`src/rtl/core_pkg.sv`:
```
// ----------------------------------------------------------------------------
// core_pkg: opcodes, reset vector and fetch state encoding shared by the core.
// Rev 1.0
// ----------------------------------------------------------------------------
`default_nettype none

package core_pkg;

  localparam logic [6:0]  OP_JAL           = 7'b1101111;
  localparam logic [6:0]  OP_BRANCH        = 7'b1100011;
  localparam logic [31:0] RESET_PC_DEFAULT = 32'h3000_0000;

  typedef enum logic [1:0] {
    S_REQ  = 2'd0,
    S_WAIT = 2'd1,
    S_HOLD = 2'd2
  } fetch_state_e;

endpackage

`default_nettype wire

```
`src/rtl/fetch_npc_pred.sv`:
```
// ----------------------------------------------------------------------------
// fetch_npc_pred: static next-PC guess (JAL and backward branches taken).
// Rev 1.0
// ----------------------------------------------------------------------------
`default_nettype none

module fetch_npc_pred
  import core_pkg::*;
(
  input  logic [31:0] i_pc,
  input  logic [31:0] i_inst,
  output logic [31:0] o_npc
);

  logic [31:0] w_imm_j;
  logic [31:0] w_imm_b;
  logic        w_is_jal;
  logic        w_is_bwd_branch;

  assign w_imm_j = {{12{i_inst[31]}}, i_inst[19:12], i_inst[20], i_inst[30:21], 1'b0};
  assign w_imm_b = {{20{i_inst[31]}}, i_inst[7], i_inst[30:25], i_inst[11:8], 1'b0};

  assign w_is_jal        = (i_inst[6:2] == OP_JAL[6:2]);
  // Sign bit of the B immediate is inst[31]: set means a backward target.
  assign w_is_bwd_branch = (i_inst[6:0] == OP_BRANCH) && i_inst[31];

  always_comb begin
    o_npc = i_pc + 32'd4;
    if (w_is_jal) begin
      o_npc = i_pc + w_imm_j;
    end else if (w_is_bwd_branch) begin
      o_npc = i_pc + w_imm_b;
    end
  end

endmodule

`default_nettype wire

```
`src/rtl/inst_fetch_unit.sv`:
```
// ----------------------------------------------------------------------------
// inst_fetch_unit: single-outstanding instruction fetch with one-entry buffer.
// Rev 1.0
// ----------------------------------------------------------------------------
`default_nettype none

module inst_fetch_unit
  import core_pkg::*;
#(
  parameter logic [31:0] RESET_PC = RESET_PC_DEFAULT
) (
  input  logic        clock,
  input  logic        reset,
  input  logic        flush,
  input  logic [31:0] flush_dnpc,
  input  logic        jump_flush,
  input  logic [31:0] jump_dnpc,
  output logic        mem_arvalid,
  input  logic        mem_arready,
  output logic [31:0] mem_araddr,
  input  logic        mem_rvalid,
  output logic        mem_rready,
  input  logic [31:0] mem_rdata,
  output logic        out_valid,
  input  logic        out_ready,
  output logic [31:0] out_pc,
  output logic [31:0] out_inst
);

  fetch_state_e r_state;
  fetch_state_e w_state_nxt;
  logic [31:0]  r_fetch_pc;
  logic [31:0]  r_araddr;
  logic         r_drop;
  logic [31:0]  r_buf_pc;
  logic [31:0]  r_buf_inst;

  logic [31:0]  w_pc_nxt;
  logic [31:0]  w_araddr_nxt;
  logic         w_drop_nxt;
  logic [31:0]  w_buf_pc_nxt;
  logic [31:0]  w_buf_inst_nxt;
  logic [31:0]  w_pred_npc;
  logic         w_redir;
  logic [31:0]  w_target;

  assign w_redir  = flush | jump_flush;
  assign w_target = flush ? flush_dnpc : jump_dnpc;

  fetch_npc_pred u_pred (
    .i_pc   (r_fetch_pc),
    .i_inst (mem_rdata),
    .o_npc  (w_pred_npc)
  );

  always_comb begin
    w_state_nxt    = r_state;
    w_pc_nxt       = r_fetch_pc;
    w_drop_nxt     = r_drop;
    w_buf_pc_nxt   = r_buf_pc;
    w_buf_inst_nxt = r_buf_inst;
    mem_arvalid    = 1'b0;
    mem_rready     = 1'b0;
    out_valid      = 1'b0;

    case (r_state)
      S_REQ: begin
        mem_arvalid = 1'b1;
        if (mem_arready) w_state_nxt = S_WAIT;
        if (w_redir)     w_drop_nxt  = 1'b1;
      end
      S_WAIT: begin
        mem_rready = 1'b1;
        if (mem_rvalid) begin
          if (r_drop || w_redir) begin
            w_state_nxt = S_REQ;
            w_drop_nxt  = 1'b0;
          end else begin
            w_buf_pc_nxt   = r_fetch_pc;
            w_buf_inst_nxt = mem_rdata;
            w_pc_nxt       = w_pred_npc;
            w_state_nxt    = S_HOLD;
          end
        end else if (w_redir) begin
          w_drop_nxt = 1'b1;
        end
      end
      S_HOLD: begin
        out_valid = ~w_redir;
        if (w_redir || out_ready) w_state_nxt = S_REQ;
      end
      default: w_state_nxt = S_REQ;
    endcase

    if (w_redir) w_pc_nxt = w_target;

    // A pending, unaccepted request keeps its address even when fetch_pc is redirected.
    w_araddr_nxt = w_pc_nxt;
    if (r_state == S_REQ && !mem_arready) w_araddr_nxt = r_araddr;
  end

  always_ff @(posedge clock) begin
    if (reset) begin
      r_state    <= S_REQ;
      r_fetch_pc <= RESET_PC;
      r_araddr   <= RESET_PC;
      r_drop     <= 1'b0;
      r_buf_pc   <= 32'd0;
      r_buf_inst <= 32'd0;
    end else begin
      r_state    <= w_state_nxt;
      r_fetch_pc <= w_pc_nxt;
      r_araddr   <= w_araddr_nxt;
      r_drop     <= w_drop_nxt;
      r_buf_pc   <= w_buf_pc_nxt;
      r_buf_inst <= w_buf_inst_nxt;
    end
  end

  assign mem_araddr = r_araddr;
  assign out_pc     = r_buf_pc;
  assign out_inst   = r_buf_inst;

endmodule

`default_nettype wire

```
`config.mk`:
```
export PLATFORM = sky130hd
export DESIGN_NAME = inst_fetch_unit
export DESIGN_NICKNAME = d
export VERILOG_FILES = /design/src/rtl/core_pkg.sv /design/src/rtl/fetch_npc_pred.sv /design/src/rtl/inst_fetch_unit.sv
export SDC_FILE = /design/constraint.sdc
export NUM_CORES = 1
export LEC_CHECK = 0
export CORE_ASPECT_RATIO = 0.5
export CORE_MARGIN = 5
export CORE_UTILIZATION = 64
export CTS_BUF_LIST = sky130_fd_sc_hd__clkbuf_8
export DETAILED_ROUTE_END_ITERATION = 10
export DONT_BUFFER_PORTS = 1
export PLACE_DENSITY = 0.8
export RECOVER_POWER = 50
export SLEW_MARGIN = 15
export SYNTH_ARGS = -nofsm -noshare
export SYNTH_HDL_FRONTEND = slang
export SYNTH_SLANG_ARGS = --single-unit
```
`constraint.sdc`:
```
create_clock -name clock -period 4.8 [get_ports clock]
set_input_delay 0.48 -clock clock [delete_from_list [all_inputs] [get_ports clock]]
set_output_delay 0.48 -clock clock [all_outputs]
set_load 0.1 [all_outputs]
```
Yosys cells after proc, flatten, opt, wreduce, memory -nomap -nowiden. Cells that the tools add are included.

Flip-flop bits (word level): 131. Input bits: 103. Output and inout bits: 99. Logic and storage cells: 49.

Reductions and logical operators: 10. Equality and inequality tests: 8. Bitwise gates (word level): 3. Mux-type cells: 19. $add $sub $neg: 3.

Operator list (number): 32-bit two-way mux (7); 32-bit adder (2); 32-bit by 3-bit adder with 32-bit output (second input constant) (1); 2-bit two-way mux (4); 7-bit == test (second input constant) (1); 1-bit two-way mux (6); 2-bit != test (second input constant) (3); 2-bit one-hot mux with 3 select lines (1); 3-bit AND reduction (2); 5-bit == test (second input constant) (1); 3-bit != test (second input constant) (1); 2-bit by 1-bit == test with 1-bit output (second input constant) (1); 2-bit == test (second input constant) (1); 1-bit logical AND (2); 2-bit zero test (1); 1-bit logical OR (2); 1-bit inverter (2); 1-bit one-hot mux with 2 select lines (1); 2-bit AND reduction (1); 2-bit nonzero test (1); 1-bit zero test (1); 1-bit OR (1).

Depth between registers and ports, before layout.
Depth in word-level cells: 8. Mapped depth: 11.

Cells and area by module. From an unflattened synthesis, not the netlist that was laid out.

Cell total of the unflattened synthesis: 1126. Area total of the unflattened synthesis: 8808.4 um^2.

Modules (own cells, without submodules): inst_fetch_unit (times used 1, area an instance 5052.3 um^2, cells an instance 555); fetch_npc_pred (times used 1, area an instance 3756.1 um^2, cells an instance 571).

Worst setup path after synthesis. No wires, ideal clock.

Path type: input to register. From: input port jump_flush. To: register r_state[0]. Setup slack: 0.115 ns. Path buffers: 2. Stages on the path: 5. Data arrival time: 4.568 ns. Cells stage by stage: clkbuf_1 > clkbuf_1 > nor4b_1 > nand2b_1 > and4_1.

Cells in the longest elaborated chain, start to end: 4.

Ends and longest elaborated chain: start, declared (RTL line inst_fetch_unit.sv:16) `input logic jump_flush,`; 1-bit OR (RTL line inst_fetch_unit.sv:47) `assign w_redir = flush | jump_flush;`; 1-bit logical OR (RTL line inst_fetch_unit.sv:90) `if (w_redir || out_ready) w_state_nxt = S_REQ;`; 2-bit != test (no line); 3-bit AND reduction (no line); end signal, assigned (RTL line inst_fetch_unit.sv:111) `r_state <= w_state_nxt;`; end, declared (RTL line inst_fetch_unit.sv:30) `fetch_state_e r_state;`.

No other way between the ends. A chain may end at the register's enable or synchronous reset.

Final worst setup path.
From: register r_state[1]. To: register r_araddr[1], in the netlist mem_araddr[1].

Cells in the longest elaborated chain, start to end: 3. Elaborated cells between the ends (all ways): 5.

Ends and longest elaborated chain: 2-bit by 1-bit == test with 1-bit output (RTL line inst_fetch_unit.sv:66) `case (r_state)`; 32-bit two-way mux (RTL line inst_fetch_unit.sv:66); 32-bit two-way mux (RTL line inst_fetch_unit.sv:95) `if (w_redir) w_pc_nxt = w_target;`; end signal, assigned (RTL line inst_fetch_unit.sv:113) `r_araddr <= w_araddr_nxt;`; end, declared (RTL line inst_fetch_unit.sv:33) `logic [31:0] r_araddr;`.

Several ways; a longest one is shown, not always the timed one.

==> metrics.json <==
{
  "outcome": "finished with violations",
  "failed_checks": "capacitance limit, slew limit",
  "total_power_mw": 3.11,
  "route.detailed.drc": 0,
  "clk_pin_slew_worst_paths_ns": 0.11,
  "ys_types": 85,
  "ctsResizeCount": 0,
  "cellPowerDensity_nw_per_um2": 313,
  "fin_worst_skew_ns": 0.0206,
  "power.net_switching_mw": 1.33,
  "hp-class": "primary input to register",
  "worst-slew-pin-transition_ns": 1.88,
  "r2r-end": "mem_araddr[1]$_SDFFE_PP0N_",
  "numClockSinks": 131,
  "grt_setup_unrepaired": "no",
  "place_congestion": 0.965,
  "fin_tns_setup_ns": 0,
  "pwr-share-clk_pct": 32.7,
  "syn_to_final_growth_pct": 3.69,
  "totalWireLength_mm": 35.3,
  "setup_crit_end_kind": "register",
  "syn-mean-instance-area_um2": 7.14,
  "finish.cell_count_without_fillers": 1495,
  "ir_worst_vdd_mv": 0.169,
  "route.antenna.remaining_nets": 0,
  "postCtsHoldBufs": 0,
  "cell_count_of_the_worst_reg_to_reg_path": 8,
  "cts_tree": "yes",
  "fin_nets": 1433,
  "hold_path_depth": 1,
  "r2r_slack_ns": 0.95,
  "postSynthCellCount": 1344,
  "p_comb_share_pct": 21.6,
  "initial_utilization_pct": 65.8,
  "first_global_vias": 9678,
  "cap_violations": 2,
  "crit_path_max_fanout": 61,
  "setup-violations-final": 0,
  "maxSlewViolCount": 60,
  "worst_ep_required_ns": 5.20,
  "gr-usage-all-layers_pct": 38.3,
  "wire_per_inst_um": 23.6,
  "f_max_mhz": 260,
  "post_route_cells_drive_above_1_share_pct": 5.32,
  "route.detailed.vias_per_inst": 7.11,
  "die-area_um2": 17700,
  "async_flop_share_pct": 0,
  "place.port_buffers": 0,
  "timing.critical_path.from_type": "register",
  "timing.final.hold_violations": 0,
  "final.min_clock_period_ns": 3.85,
  "layout_worst_path_cycle_share_pct": 80.1,
  "h-tree-depth": 4,
  "hold_sp": "reset",
  "cts_made_buffers": 17,
  "num_vias": 10600,
  "mappedNetlistNets": 1493,
  "antenna_found_initial": 0,
  "netlist_top_cells_area": "dfxtp_1 27%, nand2_1 9.2%, a21oi_1 7.8%",
  "netlist_top_cells_count": "235 x nand2_1, 149 x a21oi_1, 136 x nor2_1, 131 x dfxtp_1, 75 x o21ai_0",
  "core_area_um2": 14600,
  "insertedDiodeCount": 0,
  "dp.cells": 1463,
  "floorplan.die.width_um": 183,
  "synth_top_flop_cell": "dfxtp_1",
  "grt_start_max_net_pins": 124,
  "switching_part_of_the_total_pct": 42.8,
  "post_cts.repair.setup_buffers": 0,
  "grt.overflow.total": 0,
  "setup.worst_path.start": "r_state[1]$_SDFFE_PP0P_",
  "synth_top_area_share_pct": 27.3,
  "slew-limit-headroom_pct": -25.1,
  "synth_sequential_area_ratio_pct": 27.3,
  "yosysWarnings": 0,
  "clkLatencyLatePin_ns": 0.47,
  "number_of_drc_violations_after_detailed_routing_iteration_0": 1522,
  "criticalPathCategory": "register to register",
  "synth_largest_area_cell": "dfxtp_1",
  "die_height_um": 96.6,
  "placementRows": 31,
  "global_route_wire_length_before_repair_mm": 53.2,
  "count_leader_synth": "nand2_1",
  "power_frac_seq_pct": 45.7,
  "synth-edff-count": 0,
  "clock_path_buffers": 2,
  "p_int_mw": 1.78,
  "cts-root-buf": "clkbuf_8",
  "ys_ff_latch": 131,
  "hold-path-endpoint": "out_pc[21]$_SDFFE_PP0P_",
  "drt-pass1-iter-count": 9,
  "io_pins": 202,
  "timing.rr.start": "r_state[1]$_SDFFE_PP0P_",
  "mappedNetlistArea_um2": 9600,
  "leakagePower_nw": 3.65,
  "place_hpwl_mm": 26.5,
  "worst_ep_arrival_time_ns": 4.25
}
[cells in the final DEF, fill, tap and decap left out, types with 5 or more instances in the layout]
cell / Yosys / final
xnor2_1: 22 / 22
inv_1: 22 / 22
a21oi_1: 149 / 149
nand2b_1: 10 / 10
xor2_1: 17 / 17
a221o_1: 5 / 5
and2_1: 10 / 9
clkbuf_8: 7 / 17
buf_4: 1 / 10
a31oi_1: 15 / 15
a211oi_1: 46 / 46
nand4_1: 17 / 17
clkinv_8: 0 / 6
a221oi_1: 12 / 12
or3_1: 6 / 6
inv_8: 0 / 5
nand3b_1: 7 / 7
nor4_1: 12 / 12
o21a_1: 10 / 10
o22ai_1: 5 / 5
nor3_1: 40 / 39
a21o_1: 13 / 13
and3_1: 26 / 26
o211ai_1: 17 / 17
dfxtp_1: 131 / 131
o21ai_0: 75 / 75
o221ai_1: 9 / 9
mux2i_1: 10 / 10
nor2b_1: 6 / 5
and4_1: 6 / 6
nor2_1: 136 / 136
nand3_1: 47 / 47
a21boi_0: 7 / 7
nand2_1: 235 / 235
ha_1: 44 / 44
[through the flow]
| step | worst slack [ns] | cell area, um2 | hold WS (ns) | utilization, % |
|---|---|---|---|---|
| after floorplan | 0.115 | 9600 | 0.431 | - |
| after global placement | 1.59 | 9550 | 0.466 | 65.5 |
| after detailed placement | 1.50 | 9550 | 0.487 | 65.5 |
| after CTS | 1.47 | 9970 | 0.0709 | 68.3 |
| after global routing | 0.779 | 9950 | 0.0629 | 68.2 |
| final | 0.953 | 9950 | 0.0703 | 68.2 |
[kinds of logic after synthesis]
kind of cell	synth area share [%]
AND/OR/NAND/NOR	28.1
AO/OA/AOI/OAI	28.3
flip-flops	27.3
buffers and inverters	5.34
adder cells (fa/ha/maj)	6.15
XOR/XNOR	3.56
multiplexers	1.20
[worst max-delay path, stage by stage, from the launching register on]
cell and delay [ns]:
dfxtp_1 0.41, and4bb_1 0.82, nand2_1 0.60, clkbuf_2 0.84, nor2_1 0.27, o21ai_0 0.16, o21ai_0 0.26, o211ai_1 0.12
a21oi_1 0.23
[power groups by stage]
stage          combinational [mW]  sequential (mW)  clock, mW
6_report                    0.672             1.42       1.02
3_3_place_gp                0.636             1.44          0
4_1_cts                     0.651             1.42       1.01
3_5_place_dp                0.648             1.45          0
2_1_floorplan               0.534             1.41          0
5_1_grt                     0.728             1.43       1.07
[routing by layer]
| layer | up-vias | track usage, % | wire [um] |
|---|---|---|---|
| li1 | 4798 | - | - |
| met5 | - | 0 | 0 |
| met2 | 754 | 60.4 | 15200 |
| met4 | 0 | 13.8 | 1460 |
| met3 | 134 | 11.4 | 4870 |
| met1 | 4938 | 50.3 | 13800 |
[area by class of cell]
type,instances,area (um2)
Sequential cell,131,2620
Inverter,22,82.6
Tap cell,198,248
Timing Repair Buffer,12,108
Clock inverter,15,188
Multi-Input combinational cell,1100,6470
Fill cell,1219,4630
Clock buffer,17,234
[worst max-delay path by stage]
stage	cells past startpoint	slack [ns]	end
floorplan	5	0.11	r_state[0]$_SDFFE_PP0P_
global placement	11	1.59	mem_araddr[25]$_SDFFE_PP0N_
detailed placement	9	1.50	mem_araddr[30]$_SDFFE_PP0N_
CTS	9	1.47	mem_araddr[30]$_SDFFE_PP0N_
global route	8	0.78	mem_araddr[1]$_SDFFE_PP0N_
finish	8	0.95	mem_araddr[1]$_SDFFE_PP0N_
[sequential cells by signal, indices dropped and copies added (netlist names)]
| register | count |
|---|---|
| mem_araddr | 32 |
| out_inst | 32 |
| out_pc | 32 |
| r_drop | 1 |
| r_fetch_pc | 32 |
| r_state | 2 |
Note: power is estimated with default switching activity, not from simulation.
